File: src/rtl/tmds_rx_align_decode.sv
// TMDS receive channel: hunts word alignment by pulsing bitslip until a run of
// control tokens appears, then decodes each 10-bit word to pixel/control data.
module tmds_rx_align_decode #(
  parameter int CTRL_RUN   = 16,
  parameter int SEARCH_LEN = 4096,
  parameter int SLIP_WAIT  = 4
) (
  input  logic       i_clk,
  input  logic       i_srst_n,
  input  logic [9:0] i_raw_word,
  output logic       o_bitslip,
  output logic       o_locked,
  output logic       o_de,
  output logic [7:0] o_data,
  output logic [1:0] o_ctrl
);

  localparam int TMO_MAX = (SEARCH_LEN > SLIP_WAIT) ? SEARCH_LEN : SLIP_WAIT;
  localparam int TMO_W   = $clog2(TMO_MAX) + 1;
  localparam int RUN_W   = $clog2(CTRL_RUN + 1);

  localparam logic [TMO_W-1:0] TMO_LAST  = TMO_W'(SEARCH_LEN - 1);
  localparam logic [TMO_W-1:0] SLIP_LAST = TMO_W'(SLIP_WAIT - 1);
  localparam logic [RUN_W-1:0] RUN_LAST  = RUN_W'(CTRL_RUN - 1);
  localparam logic [RUN_W-1:0] RUN_FULL  = RUN_W'(CTRL_RUN);

  typedef enum logic [1:0] {SEARCH, SLIP, LOCKED} state_t;

  // {is_token, ctrl}
  function automatic logic [2:0] token_lookup(input logic [9:0] w);
    case (w)
      10'h354: token_lookup = 3'b100;
      10'h0AB: token_lookup = 3'b101;
      10'h154: token_lookup = 3'b110;
      10'h2AB: token_lookup = 3'b111;
      default: token_lookup = 3'b000;
    endcase
  endfunction

  function automatic logic [7:0] tmds_decode(input logic [9:0] w);
    logic [7:0] q;
    logic [7:0] d;
    q    = w[9] ? ~w[7:0] : w[7:0];
    d[0] = q[0];
    for (int i = 1; i < 8; i++) begin
      d[i] = w[8] ? (q[i] ^ q[i-1]) : ~(q[i] ^ q[i-1]);
    end
    return d;
  endfunction

  state_t           state_q, state_nx;
  logic [RUN_W-1:0] run_cnt, run_nx;
  logic [TMO_W-1:0] tmo_cnt, tmo_nx;

  logic       tok_p0;
  logic [1:0] ctrl_p0;
  logic [7:0] d_p0;
  logic       lock_p0;

  logic       bitslip_nx, locked_nx, de_nx;
  logic [7:0] data_nx;
  logic [1:0] ctrl_nx;

  // ---- stage p0: combinational classify/decode of the incoming word ----
  always_comb begin
    {tok_p0, ctrl_p0} = token_lookup(i_raw_word);
    d_p0              = tmds_decode(i_raw_word);
    lock_p0           = tok_p0 && (run_cnt == RUN_LAST);
  end

  always_comb begin
    state_nx = state_q;
    run_nx   = run_cnt;
    tmo_nx   = tmo_cnt;
    unique case (state_q)
      SEARCH: begin
        if (lock_p0) begin
          state_nx = LOCKED;
          run_nx   = RUN_FULL;
          tmo_nx   = '0;
        end else if (tmo_cnt == TMO_LAST) begin
          state_nx = SLIP;
          run_nx   = '0;
          tmo_nx   = '0;
        end else begin
          run_nx = tok_p0 ? run_cnt + RUN_W'(1) : '0;
          tmo_nx = tmo_cnt + TMO_W'(1);
        end
      end
      // Deserializer is still settling; tmo_cnt doubles as the wait counter.
      SLIP: begin
        run_nx = '0;
        if (tmo_cnt == SLIP_LAST) begin
          state_nx = SEARCH;
          tmo_nx   = '0;
        end else begin
          tmo_nx = tmo_cnt + TMO_W'(1);
        end
      end
      LOCKED: begin
        if (tok_p0) begin
          tmo_nx = '0;
          run_nx = (run_cnt == RUN_FULL) ? run_cnt : run_cnt + RUN_W'(1);
        end else if (tmo_cnt == TMO_LAST) begin
          state_nx = SEARCH;
          run_nx   = '0;
          tmo_nx   = '0;
        end else begin
          run_nx = '0;
          tmo_nx = tmo_cnt + TMO_W'(1);
        end
      end
      default: begin
        state_nx = SEARCH;
        run_nx   = '0;
        tmo_nx   = '0;
      end
    endcase
  end

  always_comb begin
    bitslip_nx = (state_q == SEARCH) && (state_nx == SLIP);
    locked_nx  = (state_nx == LOCKED);
    de_nx      = (state_q == LOCKED) && (state_nx == LOCKED) && !tok_p0;
    data_nx    = de_nx ? d_p0 : 8'h00;
    ctrl_nx    = 2'b00;
    if (state_nx == LOCKED) begin
      ctrl_nx = tok_p0 ? ctrl_p0 : o_ctrl;
    end
  end

  // ---- stage p1: registered state and outputs ----
  always_ff @(posedge i_clk) begin
    if (!i_srst_n) begin
      state_q   <= SEARCH;
      run_cnt   <= '0;
      tmo_cnt   <= '0;
      o_bitslip <= 1'b0;
      o_locked  <= 1'b0;
      o_de      <= 1'b0;
      o_data    <= 8'h00;
      o_ctrl    <= 2'b00;
    end else begin
      state_q   <= state_nx;
      run_cnt   <= run_nx;
      tmo_cnt   <= tmo_nx;
      o_bitslip <= bitslip_nx;
      o_locked  <= locked_nx;
      o_de      <= de_nx;
      o_data    <= data_nx;
      o_ctrl    <= ctrl_nx;
    end
  end

endmodule

File: config.mk
export PLATFORM = sky130hd
export DESIGN_NAME = tmds_rx_align_decode
export DESIGN_NICKNAME = d
export VERILOG_FILES = /design/src/rtl/tmds_rx_align_decode.sv
export SDC_FILE = /design/constraint.sdc
export NUM_CORES = 1
export LEC_CHECK = 0
export BUFFER_PORTS_ARGS = -buffer_cell sky130_fd_sc_hd__buf_2
export CORE_UTILIZATION = 42
export CTS_CLUSTER_SIZE = 12
export DETAILED_ROUTE_END_ITERATION = 10
export SETUP_SLACK_MARGIN = 0.5
export SYNTH_ARGS = -nofsm -noshare
export SYNTH_HDL_FRONTEND = slang
export SYNTH_SLANG_ARGS = --single-unit
File: constraint.sdc
create_clock -name i_clk -period 5.4 [get_ports i_clk]
set_input_delay 0.27 -clock i_clk [delete_from_list [all_inputs] [get_ports i_clk]]
set_output_delay 0.27 -clock i_clk [all_outputs]
set_load 0.05 [all_outputs]
# Yosys cells after proc, flatten, opt, wreduce, memory -nomap -nowiden
# Cells that the tools add are included.
# op_classes
n_addsub	2
eq_ne	13
mux	26
bitwise	15
n_reduce_logical	8
# op_table
op	n
13-bit two-way mux	4
13-bit one-hot mux with 3 select lines	1
5-bit two-way mux	5
10-bit equality test, second input constant	2
13-bit by 1-bit adder with 13-bit output, second input constant	1
13-bit by 12-bit equality test with 1-bit output, second input constant	1
13-bit by 2-bit equality test with 1-bit output, second input constant	1
3-bit one-hot mux with 4 select lines	1
10-bit by 8-bit equality test with 1-bit output, second input constant	1
10-bit by 9-bit equality test with 1-bit output, second input constant	1
2-bit two-way mux	5
5-bit one-hot mux with 2 select lines	1
8-bit two-way mux	1
8-bit NOT	1
1-bit two-way mux	7
1-bit NOT	7
1-bit XOR	7
2-bit one-hot mux with 3 select lines	1
5-bit by 1-bit adder with 5-bit output, second input constant	1
5-bit by 4-bit equality test with 1-bit output, second input constant	1
5-bit equality test, second input constant	1
2-bit by 1-bit equality test with 1-bit output, second input constant	2
2-bit equality test, second input constant	2
1-bit logical AND	4
other kinds (4)	5
# totals
reg_bits	33
input_bits	12
output_inout_bits	13
wordCells	72

# Longest topological paths before layout
# Gate-level depths: netlist of the first run.
# depth
ltp_word	9
mapped_depth	8
depth_no_buf	7

# Worst setup path after synthesis of the first run
# No wires, ideal clock.
# synth_timing
kind	register to register
from	register tmo_cnt[0]
to	register run_cnt[4]
setup_ps	122
t_arrival_ps	1621
t_required_ps	5278
path_slack_ps	3657
stages_incl_launch_ff	6
path_buffers	0
synth_period_minus_slack_ps	1743
cell_sequence	dfxtp_1 -> ha_1 -> nand4_4 -> nor4_4 -> a21oi_2 -> o311a_1
# synth_via
elab_chain_cells	4
# synth_rtl
item	line_no	text
start, declared	53	logic [TMO_W-1:0] tmo_cnt, tmo_nx;
start signal, assigned	146	tmo_cnt <= tmo_nx;
13-bit by 12-bit equality test with 1-bit output	81	end else if (tmo_cnt == TMO_LAST) begin
5-bit two-way mux	81	
5-bit two-way mux	77	if (lock_p0) begin
5-bit one-hot mux with 2 select lines	75	unique case (state_q)
end signal, assigned	145	run_cnt <= run_nx;
end, declared	52	logic [RUN_W-1:0] run_cnt, run_nx;
# Every way passes these cells.
# A chain may end at the register's enable or synchronous reset.

# Final worst setup path of the first run
# layout_timing
from	register tmo_cnt[0]
to	register tmo_cnt[3]
# layout_via
elab_chain_cells	4
elab_cells_between_ends	8
classes_between	add/sub: 1; eq/ne: 2; mux: 5
# layout_rtl
item	line_no
13-bit by 1-bit adder with 13-bit output or 13-bit by 12-bit equality test with 1-bit output (tied branches)	--
13-bit two-way mux	81, 104
13-bit two-way mux (on tied branches)	101, 77
13-bit one-hot mux with 3 select lines *	75
# Mark *: on every way between the ends. The rest lies on a longest branch, timed or not.

==> results of run 1 <==
-- worst max-delay path: stages (launching register included) --
cell and delay [ns]:
dfxtp_1 0.39, ha_1 0.29, nand4_4 0.17, nor4_4 0.51
o31a_2 0.37, nor2_1 0.09
-- flip-flops by register name, summed over array words and instances, names as in the netlist --
name and cells:
o_de 1, o_bitslip 1, state_q 2, o_locked 1
o_ctrl 2, run_cnt 5, o_data 8, tmo_cnt 13
-- metrics by stage --
step	worst slack (ns)	instance area (um^2)	power (mW)	utilization	std cells
CTS	3.444	1899	0.4841	0.5111	259
global route	3.285	1899	0.5017	0.5111	259
detailed placement	3.465	1798	0.2839	0.4838	251
floorplan	3.657	1645	0.2739	-	184
finish	3.458	1899	0.4799	0.5111	259
global placement	3.542	1798	0.2828	0.4838	251
-- final timing paths --
path | from | end | cells past startpoint
max | tmo_cnt[0]$_SDFF_PN0_ | tmo_cnt[3]$_SDFF_PN0_ | 5
min | i_srst_n | state_q[0]$_SDFF_PN0_ | 2
max reg2reg | tmo_cnt[0]$_SDFF_PN0_ | tmo_cnt[3]$_SDFF_PN0_ | 5
min reg2reg | o_ctrl[0]$_SDFFE_PN0P_ | o_ctrl[0]$_SDFFE_PN0P_ | 2
-- cells by family after synthesis --
| kind of cell | count (synthesis) | share of synthesized area |
|---|---|---|
| AND/OR/NAND/NOR | 88 | 0.3080 |
| flip-flops | 33 | 0.4015 |
| XOR/XNOR | 24 | 0.1278 |
| AO/OA/AOI/OAI | 19 | 0.08821 |
| buffers and inverters | 16 | 0.04411 |
| adder cells (fa/ha/maj) | 4 | 0.03042 |
-- final cells by class --
cell class / instances / area (um^2)
clock buffers: 7 / 96.34
clock inverters: 1 / 5.005
fillers: 370 / 1817
inverters: 10 / 37.54
multi-input cells: 135 / 912.1
flip-flops and latches: 33 / 660.6
well taps: 48 / 60.06
repair buffers: 25 / 127.6
-- power by group through the flow --
stage | registers [mW] | logic [mW] | clock network [mW]
finish | 0.248 | 0.0303 | 0.202
global route | 0.248 | 0.0339 | 0.220
CTS | 0.248 | 0.0306 | 0.206
detailed placement | 0.253 | 0.0304 | 0
global placement | 0.253 | 0.0296 | 0
floorplan | 0.253 | 0.0211 | 0
-- per-layer routing --
layer | vias up | track usage | wire length [um]
met4 | 0 | 0.07222 | 37
met1 | 596 | 0.2035 | 1512
li1 | 681 | - | -
met2 | 23 | 0.3171 | 1602
met3 | 4 | 0.05986 | 116
met5 | - | 0 | 0
-- layout by cell type (no fill, tap or decap), types with 2 or more instances in the layout --
cell / Yosys / final
dfxtp_1: 33 / 33
nor2_1: 28 / 28
buf_2: 1 / 24
xnor2_1: 19 / 19
nand2_1: 18 / 18
inv_1: 10 / 10
nand3_1: 8 / 8
clkbuf_8: 0 / 7
xor2_1: 5 / 5
nand4_1: 4 / 4
nor4_1: 4 / 4
ha_1: 4 / 4
nor2b_1: 3 / 3
nor3b_1: 3 / 3
a21oi_1: 3 / 3
nor3_1: 3 / 3
o31ai_1: 3 / 3
and3_1: 2 / 2
nand4_2: 2 / 2
a21oi_2: 2 / 2
or4_1: 2 / 2
o21ai_0: 2 / 2
nand2b_1: 2 / 2
==> flow_metrics.tcl, run 1 <==
set metrics [dict create \
    synth_cells 184 \
    tightest_slew_ns 0.6118 \
    grt_pass1_wl_um 5823 \
    dp_hpwl_um 2481 \
    fin_hold_ws_ns 0.2499 \
    ioPinCount 25 \
    die_h_um 64.59 \
    cts.clk_slew.worst_paths_ns 0.07 \
    drive_above_1_share 0.2227 \
    clockBufferDepth 2 \
    clk_latency_ns 0.28 \
    synth_seq_cells 33 \
    layout.nets 226 \
    initial_utilization 0.4428 \
    layout_min_cycle_time_ns 1.942 \
    yosysUniqueCellTypes 43 \
    syn-cell-area_um2 1645 \
    vias 1304 \
    cts_hold_buf 0 \
    peakVddDrop_mv 0.1651 \
    grt_max_degree 14 \
    drt-total-wl_um 3269 \
    synthMostInstantiatedCell "dfxtp_1" \
    status "finished clean" \
    grt-ovfl-total 0 \
    die_area_um2 4172 \
    core_area_um2 3716 \
    max_freq_ghz 0.5149 \
    swShare 0.2180 \
    drt-wirelength-per-cell_um 12.62 \
    synthArstFlopShare 0 \
    clkPwrFrac 0.420 \
    drc 0 \
    num_antenna_cells 0 \
    numCtsBuffers 5 \
    worstSetupStartpointType "flop" \
    hold_viol_final 0 \
    gr-usage-all-layers 0.1822 \
    rows 22 \
    powerDensity_nw_per_um2 252.7 \
    die_w_um 64.59 \
    slew-limit-headroom 0.5884 \
    cp.arrival_ns 2.11 \
    post-route-period-util 0.3597 \
    synth.area.top_cells "dfxtp_1 40%, xnor2_1 10%, nor2_1 6.4%, nand2_1 4.1%, ha_1 3.0%" \
    ant_nets 0 \
    seqPwrFrac 0.517 \
    hold_class "in2reg" \
    drtIter0Drc 33 \
    p_sw_uw 104.6 \
    post_cts_buffers 0 \
    clkSinkCount 33 \
    worstSetupPathType "reg2reg" \
    cts_resized 0 \
    synth_edf_count 0 \
    htree_levels 2 \
    place_congestion 0.8512 \
    synth_flop_cell "dfxtp_1" \
    leakage_nw 0.8154 \
    worstSetupEndpointType "flop" \
    grt_pass1_vias 1357 \
    antenna_found_initial 0 \
    skew_ns 0.006851 \
    fin_tns_setup_ns 0 \
    maxCapViolations 0 \
    setup_viol_count_final 0 \
    via_per_inst 5.035 \
    cts_root_buf "clkbuf_8" \
    cp.required_ns 5.57 \
    yosysTopAreaCell "dfxtp_1" \
    ys_top_cells_by_count "33 x dfxtp_1, 28 x nor2_1, 19 x xnor2_1" \
    syn_nets 200 \
    ys_warn_count 0 \
    synth_top_area_share 0.4015 \
    slew_violations 0 \
    p_comb_frac 0.063 \
    syn_area_per_cell_um2 8.942 \
    syn_to_final_growth_pct 15.44 \
    yosysSeqAreaShare 0.4015 \
    drtPass1Iterations 4 \
    path_max_fanout 12 \
    power.internal_uw 375.3 \
    io_buffers 24 \
    rsz0062_at_grt "no" \
    tritoncts "built" \
    ff2ff_setup_slack_ns 3.46 \
]
Power figures use the tool's default switching activity.
==> run 2, diff against run 1 <==
==> constraint.sdc (replaced) <==
create_clock -name i_clk -period 2 [get_ports i_clk]
set_input_delay 0.1 -clock i_clk [delete_from_list [all_inputs] [get_ports i_clk]]
set_output_delay 0.1 -clock i_clk [all_outputs]
set_load 0.05 [all_outputs]
==> flow_metrics.tcl, run 2 (synthesis results as in run 1) <==
set metrics [dict create \
    whs_path_depth 2 \
    rows 22 \
    skew_ns 0.007085 \
    met1_usage 0.2106 \
    setup_viol_count_final 0 \
    ff2ff_setup_slack_ns 0.39 \
    slew-limit-headroom 0.7559 \
    hold_class "in2reg" \
    antenna_found_initial 0 \
    grt_pass1_vias 1376 \
    use_met3 0.03697 \
    grt-ovfl-total 0 \
    vias 1397 \
    cp.required_ns 2.21 \
    final_common_cell "nor2_1" \
    syn_to_final_growth_pct 27.91 \
    largest_reg_flops 13 \
    powerDensity_nw_per_um2 592.6 \
    pre_cts_slack_ns 0.2475 \
    clockBufferDepth 2 \
    drc 0 \
    worstHoldEndpoint "state_q[0]$_SDFF_PN0_" \
    fin_ws_ns 0.3877 \
    tightest_slew_ns 0.3628 \
    layout.nets 238 \
    die_w_um 64.59 \
    tritoncts "built" \
    path_max_fanout 6 \
    max_freq_ghz 0.6202 \
    place_congestion 0.7648 \
    drt-total-wl_um 3436 \
    cp.arrival_ns 1.82 \
    cts.clk_slew.worst_paths_ns 0.06 \
    htree_levels 2 \
    cpMostUsedCell "ha_4" \
    io_buffers 24 \
    layout_common_cells "26 x nor2_1, 24 x buf_2, 20 x dfxtp_1" \
    worstSetupPathType "reg2reg" \
    peakVddDrop_mv 0.3119 \
    numCtsBuffers 5 \
    top_register "tmo_cnt" \
    layout_min_cycle_time_ns 1.612 \
    hold_viol_final 0 \
    cts_root_buf "clkbuf_8" \
    post-route-period-util 0.8062 \
    slew_violations 0 \
    drtIter0Drc 57 \
    worstSetupEndpointType "flop" \
    core_area_um2 3716 \
    rsz0062_at_grt "yes" \
    worstSetupStartpointType "flop" \
    slowest_delay_ns 0.40 \
    clkSinkCount 33 \
    ant_nets 0 \
    status "finished clean" \
    maxCapViolations 0 \
    die_h_um 64.59 \
    leakage_nw 0.8675 \
    clk_latency_ns 0.28 \
    grt_max_degree 14 \
    ff2ff_path_depth 7 \
    slowest_stage "o31a_4" \
    r2r_end "tmo_cnt[0]$_SDFF_PN0_" \
    num_antenna_cells 0 \
    hp-start "i_srst_n" \
    ioPinCount 25 \
    seq_area_um2 684.4 \
    grt_use_met2 0.3395 \
    rr_startpoint "run_cnt[0]$_SDFFE_PN0P_" \
    crit_chain "ha_4 > and3_4 > ha_4 > nor2_4 > a21oi_4 > o31a_4 > nor3b_2" \
    grt_pass1_wl_um 6009 \
    top_usage_layer "met2" \
    drive_above_1_share 0.3649 \
    drtPass1Iterations 4 \
    reg_top3 "tmo_cnt: 13 flops, o_data: 8 flops, run_cnt: 5 flops" \
    initial_utilization 0.4428 \
    die_area_um2 4172 \
    multi_input_area_um2 1030 \
    nFillCells 344 \
    via_per_inst 5.174 \
    worstSetupStartpoint "run_cnt[0]$_SDFFE_PN0P_" \
    fin_tns_setup_ns 0 \
    gr-usage-all-layers 0.1891 \
    dp_hpwl_um 2407 \
    drt-wirelength-per-cell_um 12.73 \
]
-- run 2: how the worst max path moves through the flow --
stage | end | slack (ns) | cells past startpoint
finish | tmo_cnt[0]$_SDFF_PN0_ | 0.39 | 7
global route | tmo_cnt[0]$_SDFF_PN0_ | 0.32 | 7
floorplan | tmo_cnt[1]$_SDFF_PN0_ | 0.45 | 8
global placement | tmo_cnt[0]$_SDFF_PN0_ | 0.31 | 5
CTS | tmo_cnt[0]$_SDFF_PN0_ | 0.38 | 7
detailed placement | o_data[6]$_SDFF_PN0_ | 0.25 | 5
-- run 2: layout make-up --
type	instances	share of cell area
clock buffers	7	0.04102
repair buffers	35	0.09810
well taps	48	0.02854
multi-input cells	137	0.4893
inverters	10	0.01784
flip-flops and latches	33	0.3252
-- run 2: stage by stage --
stage / instance area (um^2) / utilization / std cells / power [mW] / hold WS [ns]
6_report: 2105 / 0.5663 / 270 / 1.247 / 0.09961
5_1_grt: 2105 / 0.5663 / 270 / 1.302 / 0.1157
4_1_cts: 2054 / 0.5529 / 269 / 1.266 / 0.08523
3_5_place_dp: 1861 / 0.5007 / 253 / 0.7728 / 0.3752
3_3_place_gp: 1861 / 0.5007 / 253 / 0.7694 / 0.3673
2_1_floorplan: 1699 / - / 184 / 0.7440 / 0.2368
-- run 2: where the power goes --
part           internal (mW)  switching (mW)  total (mW)
sequential             0.661         0.00691       0.668
combinational         0.0496          0.0462      0.0958
clock                  0.272           0.211       0.483
total                  0.983           0.264        1.25
-- run 2: critical path, delay by kind of cell, from the launching register on --
family,cells,cell delay (ns)
simple gates,3,0.41
compound gates,2,0.45
flops,1,0.36
fa+ha+maj,2,0.32
-- run 2: repair_timing --
action                     4_1_cts  5_1_grt
pin swaps                        8        7
hold buffers                     0        0
gates cloned                     2        1
resized for setup               14       13
setup endpoints to repair       32       32
setup buffers                    7        0
-- run 2: routing by layer --
layer | up-vias | routed length [um]
met2 | 16 | 1733
met3 | 7 | 68
met1 | 668 | 1572
met4 | 0 | 62
met5 | - | 0
li1 | 706 | -
==> run 3, diff against run 2 <==
--- a/config.mk
+++ b/config.mk
@@ -5,6 +5,7 @@
 export SDC_FILE = /design/constraint.sdc
 export NUM_CORES = 1
 export LEC_CHECK = 0
+export ABC_AREA = 1
 export BUFFER_PORTS_ARGS = -buffer_cell sky130_fd_sc_hd__buf_2
 export CORE_UTILIZATION = 42
 export CTS_CLUSTER_SIZE = 12
==> constraint.sdc (replaced) <==
create_clock -name i_clk -period 1.3 [get_ports i_clk]
set_input_delay 0.065 -clock i_clk [delete_from_list [all_inputs] [get_ports i_clk]]
set_output_delay 0.065 -clock i_clk [all_outputs]
set_load 0.05 [all_outputs]
==> flow_metrics.tcl, run 3 <==
set metrics [dict create \
    reg_top3 "tmo_cnt: 13 flops, o_data: 8 flops, run_cnt: 5 flops" \
    skew_ns 0.001504 \
    layout_common_cells "38 x nand2_1, 37 x inv_1, 34 x buf_4" \
    initial_utilization 0.4513 \
    fin_tns_setup_ns -3.443 \
    slew-limit-headroom 0.7545 \
    layout_min_cycle_time_ns 1.468 \
    syn_area_per_cell_um2 7.485 \
    vias 1595 \
    hold_class "in2reg" \
    max_freq_ghz 0.6813 \
    yosysSeqAreaShare 0.3854 \
    yosysTopAreaCell "dfxtp_1" \
    final_common_cell "nand2_1" \
    fin_ws_ns -0.1677 \
    grt-ovfl-total 0 \
    nFillCells 327 \
    num_antenna_cells 0 \
    die_area_um2 4341 \
    via_per_inst 4.623 \
    syn_nets 245 \
    ys_top_cells_by_count "43 x nand2_1, 39 x inv_1, 33 x dfxtp_1" \
    synthArstFlopShare 0 \
    top_register "tmo_cnt" \
    violations "setup timing" \
    synth_cells 229 \
    rows 22 \
    slew_violations 0 \
    ant_nets 0 \
    dp_hpwl_um 2645 \
    swShare 0.2256 \
    cp.required_ns 1.47 \
    core_area_um2 3799 \
    grt_max_degree 11 \
    power.internal_mw 1.512 \
    hold_viol_final 0 \
    maxCapViolations 0 \
    p_sw_uw 440.6 \
    synth_seq_cells 33 \
    drtPass1Iterations 4 \
    tritoncts "built" \
    clockBufferDepth 2 \
    grt_pass1_wl_um 6423 \
    drtIter0Drc 46 \
    drt-wirelength-per-cell_um 11.02 \
    cts.clk_slew.worst_paths_ns 0.06 \
    clk_latency_ns 0.28 \
    die_w_um 65.89 \
    setup_viol_count_final 32 \
    leakage_nw 1.201 \
    largest_reg_flops 13 \
    worstSetupEndpointType "flop" \
    numCtsBuffers 5 \
    worstSetupPathType "reg2reg" \
    cp.arrival_ns 1.64 \
    cts_root_buf "clkbuf_8" \
    multi_input_area_um2 998.5 \
    synth.area.top_cells "dfxtp_1 39%, nand2_1 9.4%, inv_1 8.5%, xor2_1 6.6%, nor2_1 5.7%" \
    post-route-period-util 1.129 \
    post-place-cells 329 \
    powerDensity_nw_per_um2 773.0 \
    p_comb_frac 0.080 \
    syn_to_final_growth_pct 47.37 \
    clkPwrFrac 0.393 \
    final_cells 345 \
    drt-total-wl_um 3801 \
    seq_area_um2 683.2 \
    rsz0062_at_grt "yes" \
    clkSinkCount 33 \
    fin_hold_ws_ns 0.07434 \
    synth_top_area_share 0.3854 \
    synth_flop_cell "dfxtp_1" \
    grt_pass1_vias 1531 \
    synth_edf_count 0 \
    syn-cell-area_um2 1714 \
    cts_hold_buf 0 \
    drive_above_1_share 0.4545 \
    peakVddDrop_mv 0.5122 \
    htree_levels 2 \
    gr-usage-all-layers 0.1964 \
    yosysUniqueCellTypes 27 \
    layout.nets 313 \
    seqPwrFrac 0.527 \
    io_buffers 24 \
    final_util 0.6650 \
    worstSetupStartpointType "flop" \
    antenna_found_initial 0 \
    synthMostInstantiatedCell "nand2_1" \
    tightest_slew_ns 0.3649 \
    die_h_um 65.89 \
    status "complete, but fails checks" \
    path_max_fanout 5 \
    ys_warn_count 0 \
    place_congestion 0.8034 \
    ioPinCount 25 \
    drc 0 \
]
run 3: cell types whose count changed after synthesis, moves of 4 or more:
| cell | change |
|---|---|
| inv_1 | +29 |
| nand2_1 | +25 |
| xnor2_1 | -16 |
| nor2_2 | +8 |
| xor2_1 | +8 |
| nand3_1 | +6 |
| nand2_4 | +4 |
| nand3b_1 | +4 |
| o21ai_0 | +4 |
run 3: cells by family after synthesis:
kind of cell,count (synthesis),share of synthesized area
DFF,33,0.3854
and+or+nand+nor,118,0.3606
AOI/OAI and AO/OA,15,0.04891
buffers and inverters,43,0.09416
adders and majority gates,4,0.02920
xor gates and xnor gates,16,0.08176
run 3: routing by layer:
layer,vias up,wire (um),GRT usage
met5,-,0,0
met4,0,74,0.08696
met3,7,136,0.03966
met2,32,1851,0.3393
met1,712,1738,0.2316
li1,844,-,-
run 3: metrics by stage:
step	total power, mW	area (um^2)	setup WS, ns
after floorplan	1.137	1742	-0.1198
after global placement	1.201	2132	-0.1743
after detailed placement	1.204	2132	-0.2116
after CTS	1.967	2500	-0.1468
after global routing	2.027	2526	-0.2613
final	1.953	2526	-0.1677
run 3: critical path: stages, from the launching register on:
cell and delay (ns):
dfxtp_2 0.35, ha_4 0.14, nand2_2 0.06, nor2_4 0.10, nand3_2 0.10, nor2_4 0.17
nor2_2 0.07, nand2_4 0.09, nand3_4 0.12, nand2_4 0.12, nor2_2 0.04
run 3: worst paths after layout:
path	from	endpoint	slack, ns	cells past startpoint
min reg2reg	o_ctrl[1]$_SDFFE_PN0P_	o_ctrl[1]$_SDFFE_PN0P_	0.52	2
min	i_raw_word[3]	o_data[4]$_SDFF_PN0_	0.07	3
max reg2reg	tmo_cnt[0]$_SDFF_PN0_	tmo_cnt[2]$_SDFF_PN0_	-0.17	10
max	tmo_cnt[0]$_SDFF_PN0_	tmo_cnt[2]$_SDFF_PN0_	-0.17	10
run 3: area by class of cell:
type                            instances  share of cell area
Timing Repair Buffer                   60              0.2090
Multi-Input combinational cell        154              0.3952
Clock buffer                            7             0.03418
Sequential cell                        33              0.2704
Tap cell                               48             0.02377
Inverter                               43             0.06736
run 3: timing repair:
item	CTS	global route
endpoints found under the setup margin	46	46
gates resized for setup	77	7
buffers inserted	7	1
gates cloned	1	0
pin swaps	20	9
run 3: power by group through the flow:
| stage | clock network [mW] | registers (mW) | logic, mW |
|---|---|---|---|
| after global placement | 0 | 1.05 | 0.150 |
| after global routing | 0.820 | 1.03 | 0.179 |
| final | 0.767 | 1.03 | 0.156 |
| after CTS | 0.784 | 1.03 | 0.154 |
| after floorplan | 0 | 1.05 | 0.0835 |
| after detailed placement | 0 | 1.05 | 0.153 |
